<file path="src/rtl/commit_trace_buffer.sv">
// Commit trace buffer: captures WB-stage register retirements (incl. loads) and MA-stage
// stores into a first-word-fall-through FIFO of trace records. The FIFO drains to the trace
// sink over a valid/ready stream. Records that do not fit are dropped and counted.
//
// Optional feature: define COMMIT_TRACE_HC_EN to store hcIn with every record and present it
// on trHc. Without it no timestamp storage is built and trHc reads 0.
module commit_trace_buffer #(
    parameter int unsigned DEPTH  = 8,
    parameter int unsigned PC_W   = 32,
    parameter int unsigned DROP_W = 16
) (
    input  logic              clk,
    input  logic              rst,
    // WB-stage retirement
    input  logic              wbValid,
    input  logic [PC_W-1:0]   wbPc,
    input  logic [4:0]        wbRd,
    input  logic [31:0]       wbData,
    input  logic              wbIsLoad,
    input  logic [31:0]       wbMemAddr,
    // MA-stage store
    input  logic              stValid,
    input  logic [PC_W-1:0]   stPc,
    input  logic [31:0]       stAddr,
    input  logic [31:0]       stData,
    // Timestamp source
    input  logic [31:0]       hcIn,
    // Trace stream
    output logic              trValid,
    input  logic              trReady,
    output logic [1:0]        trKind,
    output logic [PC_W-1:0]   trPc,
    output logic [4:0]        trRd,
    output logic [31:0]       trData,
    output logic [31:0]       trAddr,
    output logic [31:0]       trHc,
    // Drop reporting
    output logic              overflow,
    output logic [DROP_W-1:0] dropCount
);

    localparam int unsigned PTR_W = $clog2(DEPTH);
    localparam int unsigned CNT_W = PTR_W + 1;
    localparam int unsigned SUM_W = DROP_W + 1;

    localparam logic [1:0] KIND_REG   = 2'd0;
    localparam logic [1:0] KIND_LOAD  = 2'd1;
    localparam logic [1:0] KIND_STORE = 2'd2;

    typedef struct packed {
        logic [1:0]      kind;
        logic [PC_W-1:0] pc;
        logic [4:0]      rd;
        logic [31:0]     data;
        logic [31:0]     addr;
    } rec_t;

    // Storage and state
    rec_t              rec_mem [DEPTH];
    logic [PTR_W-1:0]  rd_ptr_q, rd_ptr_d;
    logic [PTR_W-1:0]  wr_ptr_q, wr_ptr_d;
    logic [CNT_W-1:0]  count_q, count_d;
    logic              overflow_q, overflow_d;
    logic [DROP_W-1:0] drop_q, drop_d;

    // Per-cycle control
    logic              wb_evt, st_evt;
    logic              pop;
    logic [CNT_W-1:0]  free;
    logic              push_wb, push_st;
    logic [1:0]        n_push, n_drop;
    logic [SUM_W-1:0]  drop_sum;
    logic              we0, we1;
    logic [PTR_W-1:0]  slot1;
    rec_t              wb_rec, st_rec, rec0;
    rec_t              head;

    // Inputs are ignored entirely while reset is asserted
    assign wb_evt = wbValid & ~rst;
    assign st_evt = stValid & ~rst;

    // Build the candidate records for this cycle
    always_comb begin
        wb_rec      = '0;
        wb_rec.kind = wbIsLoad ? KIND_LOAD : KIND_REG;
        wb_rec.pc   = wbPc;
        wb_rec.rd   = wbRd;
        wb_rec.data = wbData;
        wb_rec.addr = wbIsLoad ? wbMemAddr : 32'd0;

        st_rec      = '0;
        st_rec.kind = KIND_STORE;
        st_rec.pc   = stPc;
        st_rec.rd   = 5'd0;
        st_rec.data = stData;
        st_rec.addr = stAddr;
    end

    // Push/drop arbitration: a same-cycle pop frees a slot; WB (older) wins the last slot
    always_comb begin
        pop      = trValid & trReady & ~rst;
        free     = CNT_W'(DEPTH) - count_q + CNT_W'(pop);
        push_wb  = wb_evt && (free != '0);
        push_st  = st_evt && (free > CNT_W'(push_wb));
        n_push   = {1'b0, push_wb} + {1'b0, push_st};
        n_drop   = {1'b0, wb_evt & ~push_wb} + {1'b0, st_evt & ~push_st};

        // The first write slot takes WB if it is pushed, otherwise the store
        we0      = push_wb | push_st;
        we1      = push_wb & push_st;
        rec0     = push_wb ? wb_rec : st_rec;
        slot1    = wr_ptr_q + PTR_W'(1);
    end

    // Next-state for pointers, occupancy and drop bookkeeping
    always_comb begin
        rd_ptr_d   = rd_ptr_q + PTR_W'(pop);
        wr_ptr_d   = wr_ptr_q + PTR_W'(n_push);
        count_d    = count_q + CNT_W'(n_push) - CNT_W'(pop);
        drop_sum   = {1'b0, drop_q} + SUM_W'(n_drop);
        // Saturate at all-ones when the add carries out
        drop_d     = drop_sum[DROP_W] ? {DROP_W{1'b1}} : drop_sum[DROP_W-1:0];
        overflow_d = overflow_q | (n_drop != 2'd0);
    end

    // Control state with synchronous reset
    always_ff @(posedge clk) begin
        if (rst) begin
            rd_ptr_q   <= '0;
            wr_ptr_q   <= '0;
            count_q    <= '0;
            overflow_q <= 1'b0;
            drop_q     <= '0;
        end else begin
            rd_ptr_q   <= rd_ptr_d;
            wr_ptr_q   <= wr_ptr_d;
            count_q    <= count_d;
            overflow_q <= overflow_d;
            drop_q     <= drop_d;
        end
    end

    // Record storage; contents are don't-care while the slot is not occupied
    always_ff @(posedge clk) begin
        if (we0) begin
            rec_mem[wr_ptr_q] <= rec0;
        end
        if (we1) begin
            rec_mem[slot1] <= st_rec;
        end
    end

`ifdef COMMIT_TRACE_HC_EN
    logic [31:0] hc_mem [DEPTH];

    // Timestamp storage written alongside the records with the capture-cycle hcIn
    always_ff @(posedge clk) begin
        if (we0) begin
            hc_mem[wr_ptr_q] <= hcIn;
        end
        if (we1) begin
            hc_mem[slot1] <= hcIn;
        end
    end

    assign trHc = trValid ? hc_mem[rd_ptr_q] : 32'd0;
`else
    logic unused_hc;

    assign unused_hc = ^hcIn;
    assign trHc      = 32'd0;
`endif

    // Head presentation: fields forced to zero when empty
    always_comb begin
        head    = rec_mem[rd_ptr_q];
        trValid = (count_q != '0);
        trKind  = trValid ? head.kind : 2'd0;
        trPc    = trValid ? head.pc   : '0;
        trRd    = trValid ? head.rd   : 5'd0;
        trData  = trValid ? head.data : 32'd0;
        trAddr  = trValid ? head.addr : 32'd0;
    end

    assign overflow  = overflow_q;
    assign dropCount = drop_q;

endmodule

</file>
<file path="config.mk">
export PLATFORM = sky130hd
export DESIGN_NAME = commit_trace_buffer
export DESIGN_NICKNAME = d
export VERILOG_FILES = /design/src/rtl/commit_trace_buffer.sv
export SDC_FILE = /design/constraint.sdc
export NUM_CORES = 2
export LEC_CHECK = 0
export ABC_AREA = 1
export BUFFER_PORTS_ARGS = -buffer_cell sky130_fd_sc_hd__buf_2
export CAP_MARGIN = 20
export CORE_MARGIN = 2
export CORE_UTILIZATION = 30
export DETAILED_ROUTE_END_ITERATION = 7
export GPL_ROUTABILITY_DRIVEN = 0
export PLACE_DENSITY = 0.59
export SLEW_MARGIN = 20
export SYNTH_ARGS = -nofsm -noshare
export SYNTH_HDL_FRONTEND = slang
export SYNTH_SLANG_ARGS = --single-unit
</file>
<file path="constraint.sdc">
create_clock -name clk -period 7.29 [get_ports clk]
set_clock_uncertainty 0.2 [all_clocks]
set_input_delay 2.187 -clock clk [delete_from_list [all_inputs] [get_ports clk]]
set_output_delay 2.187 -clock clk [all_outputs]
set_load 0.005 [all_outputs]
</file>
==> results.ini <==
[logic_synthesis]
synth.ff_latch_count=851
synth_sequential_area_ratio_pct=53.1
netlist_instances=5833
post_synth_num_cell_types=33
netlist_area_mm2=0.0466
synthesis.area_per_instance_um2=7.98
synthesis.yosys.warnings=0

[pwr]
vdd_drop_max_mv=0.288
power_leakage_nw=22.8
total_power_w=0.0164
power_density_mw_per_mm2=309

[setup_path]
crit_start=count_q[2]$_SDFF_PP0_
timing_worst_setup_path_type=flip-flop to output pin
worstPathMaxFanout=47
crit_path_start_kind=flip-flop
worstPathArrival_ns=4.12
ff2ff_setup_slack_ns=1.79
reg2reg_from=count_q[2]$_SDFF_PP0_
crit_end=trKind[0]
timing.critical_path.required_ns=4.90
setup.worst_path.end_class=output pin
endpoint_of_the_worst_register_to_register_path=rec_mem[2][99]$_DFFE_PP_
reg2regPathDepth=27

[global_routing]
grt_pass1_vias=39498
grt_antenna_before_repair=37
track_usage_pct=22.2
grt_max_degree=191
wire_length_of_the_first_global_routing_pass_um=261000
global_route.overflow_total=0

[placed_design]
place_hpwl_um=91500
pre_cts_slack_ns=0.600
post_dp_cell_area_mm2=0.0499
portBuffers=323

[sta]
worst_pin_slew_ns=1.11
hold_ws_ns=0.248
fmaxAchievable_ghz=0.154
fin_crit_ns=6.51
worst_slew_margin_rel_pct=25.8
rsz0062_at_grt=false
slew_viol_final=0
final.setup.worst_slack_ns=0.778
post-route-period-util_pct=89.3
setup_total_negative_slack_ns=0
setup-violations-final=0
hold_violations=0

[cts]
cts_tree=built
holdBufCountCts=0
cts.path.max_buffers=3
number_of_buffers_created_by_cts=99
htree_num_levels=3
clkTransAtPathRegs_ns=0.06
post_cts_resized=0
clock_sinks=851
clockRootBuffer=clkbuf_16
post_cts.repair.setup_buffers=0
worst_skew_pair.late_latency_ns=0.74

[final_layout]
layout_commonest_cell=nand2_1
nets=6115
area.growth.synth_to_final_pct=14.1
fillers=15783
final_layout_size_suffix_gt1_share_pct=10.4
final_cell_mix=1857 x nand2_1, 855 x nand3_1, 768 x edfxtp_1, 653 x nor2_1, 487 x o21ai_0
final_design_area_no_fill_mm2=0.0531

[run]
cap_violations=0

[drt]
detail_route.drc_violations=0
initialDrtViolationCount=4960
first_pass_iters=8
top_layer_in_use=met5
met2WireLength_um=87700
route.met3.wl_um=17500
vias=42487
routed_wl_um=181000
postRouteAntennaNets=0
post_drt_wl_per_cell_um=22.7
detail_route.vias_per_cell=5.31
m1WireLength_um=69500

[worst_hold_path]
min_path_type=flip-flop to flip-flop

[die]
initial_core_util_pct=30.2
die_area_mm2=0.158
die_height_um=398
num_io_pins=388
rows=144
fp.dieW_um=398
core-area_mm2=0.154

[run_status]
outcome=finished, final reports clean

## stage by stage
step	cells	util, %
floorplan	5864	-
global placement	7801	32.4
detailed placement	7801	32.4
CTS	7983	34.5
global route	7987	34.5
finish	7994	34.5
## worst min-delay path by stage
stage | end | cells after the start | from | slack (ns)
6_report | rec_mem[5][65]$_SDFFE_PP0P_ | 2 | rec_mem[5][65]$_SDFFE_PP0P_ | 0.25
5_1_grt | rec_mem[1][66]$_SDFFE_PP0P_ | 2 | rec_mem[1][66]$_SDFFE_PP0P_ | 0.26
4_1_cts | rec_mem[1][64]$_SDFFE_PP0P_ | 2 | rec_mem[1][64]$_SDFFE_PP0P_ | 0.25
3_5_place_dp | rec_mem[1][64]$_SDFFE_PP0P_ | 2 | rec_mem[1][64]$_SDFFE_PP0P_ | 0.23
3_3_place_gp | rec_mem[1][101]$_SDFFE_PP0P_ | 2 | rec_mem[1][101]$_SDFFE_PP0P_ | 0.23
2_1_floorplan | rec_mem[5][101]$_SDFFE_PP0P_ | 2 | rec_mem[5][101]$_SDFFE_PP0P_ | 0.22
## sequential cells by signal, indices dropped and copies added, names as in the netlist
register   flops
rd_ptr_q       3
overflow       1
count_q        4
dropCount     16
wr_ptr_q       3
rec_mem      824
## Yosys cell counts
library cell / number / share of area (%)
a21oi_1: 15 / 0.16
a31oi_1: 2 / 0.027
and3_1: 1 / 0.013
buf_1: 75 / 0.60
buf_2: 113 / 1.2
buf_4: 43 / 0.69
buf_6: 2 / 0.048
clkbuf_1: 272 / 2.2
clkinv_1: 1 / 0.0081
conb_1: 1 / 0.0081
dfxtp_1: 83 / 3.6
edfxtp_1: 768 / 50
fa_1: 3 / 0.13
ha_1: 19 / 0.51
inv_1: 252 / 2.0
inv_2: 6 / 0.048
nand2_1: 1861 / 15
nand2_2: 20 / 0.27
nand3_1: 855 / 9.2
nand3_2: 29 / 0.62
nand4_1: 5 / 0.067
nand4_2: 1 / 0.027
nor2_1: 659 / 5.3
nor2_2: 4 / 0.054
nor2_4: 1 / 0.024
nor3_1: 4 / 0.043
o21ai_0: 487 / 5.2
o21ai_1: 35 / 0.38
o22ai_1: 204 / 2.7
or2_2: 2 / 0.027
xnor2_1: 3 / 0.056
xor2_1: 6 / 0.11
xor2_2: 1 / 0.035
## final cells by class
| class | instances | area (µm²) | share of cell area, % |
|---|---|---|---|
| Multi-Input combinational cell | 4249 | 18900 | 35.6 |
| Inverter | 259 | 1020 | 1.93 |
| Timing Repair Buffer | 398 | 2720 | 5.11 |
| Clock buffer | 129 | 2660 | 5.01 |
| Antenna cell | 11 | 27.5 | 0.0518 |
| Sequential cell | 851 | 24700 | 46.5 |
| Tap cell | 2044 | 2560 | 4.81 |
| Clock inverter | 53 | 508 | 0.956 |
## report_power, final
group / total (W) / internal [W] / switching (W)
clock network: 0.00496 / 0.00283 / 0.00214
registers: 0.00624 / 0.00607 / 0.000174
logic: 0.00523 / 0.00143 / 0.00380
total: 0.0164 / 0.0103 / 0.00611
## cell families after synthesis
| logic type | share of synthesized area (%) |
|---|---|
| AND/OR/NAND/NOR | 30.7 |
| flip-flops | 53.1 |
| buffers and inverters | 6.84 |
| AO/OA/AOI/OAI | 8.54 |
| adder cells (fa/ha/maj) | 0.640 |
| XOR/XNOR | 0.204 |
| other | 0.00806 |
## worst max-delay path, cell delays in order, from the launching register on
cell	delay [ns]
dfxtp_1	0.34
inv_2	0.06
ha_1	0.19
nand2_1	0.06
nor2_1	0.06
inv_4	0.32
buf_4	0.69
buf_4	0.75
o21ai_0	0.19
nor2_1	0.46
buf_2	0.21
## per-layer routing
metal,vias to the layer above,GRT usage [%]
li1,19573,-
met1,20181,28.1
met2,2297,37.8
met3,414,3.64
met4,22,8.38
met5,-,0
No activity file was read; power rests on OpenSTA's default activity.
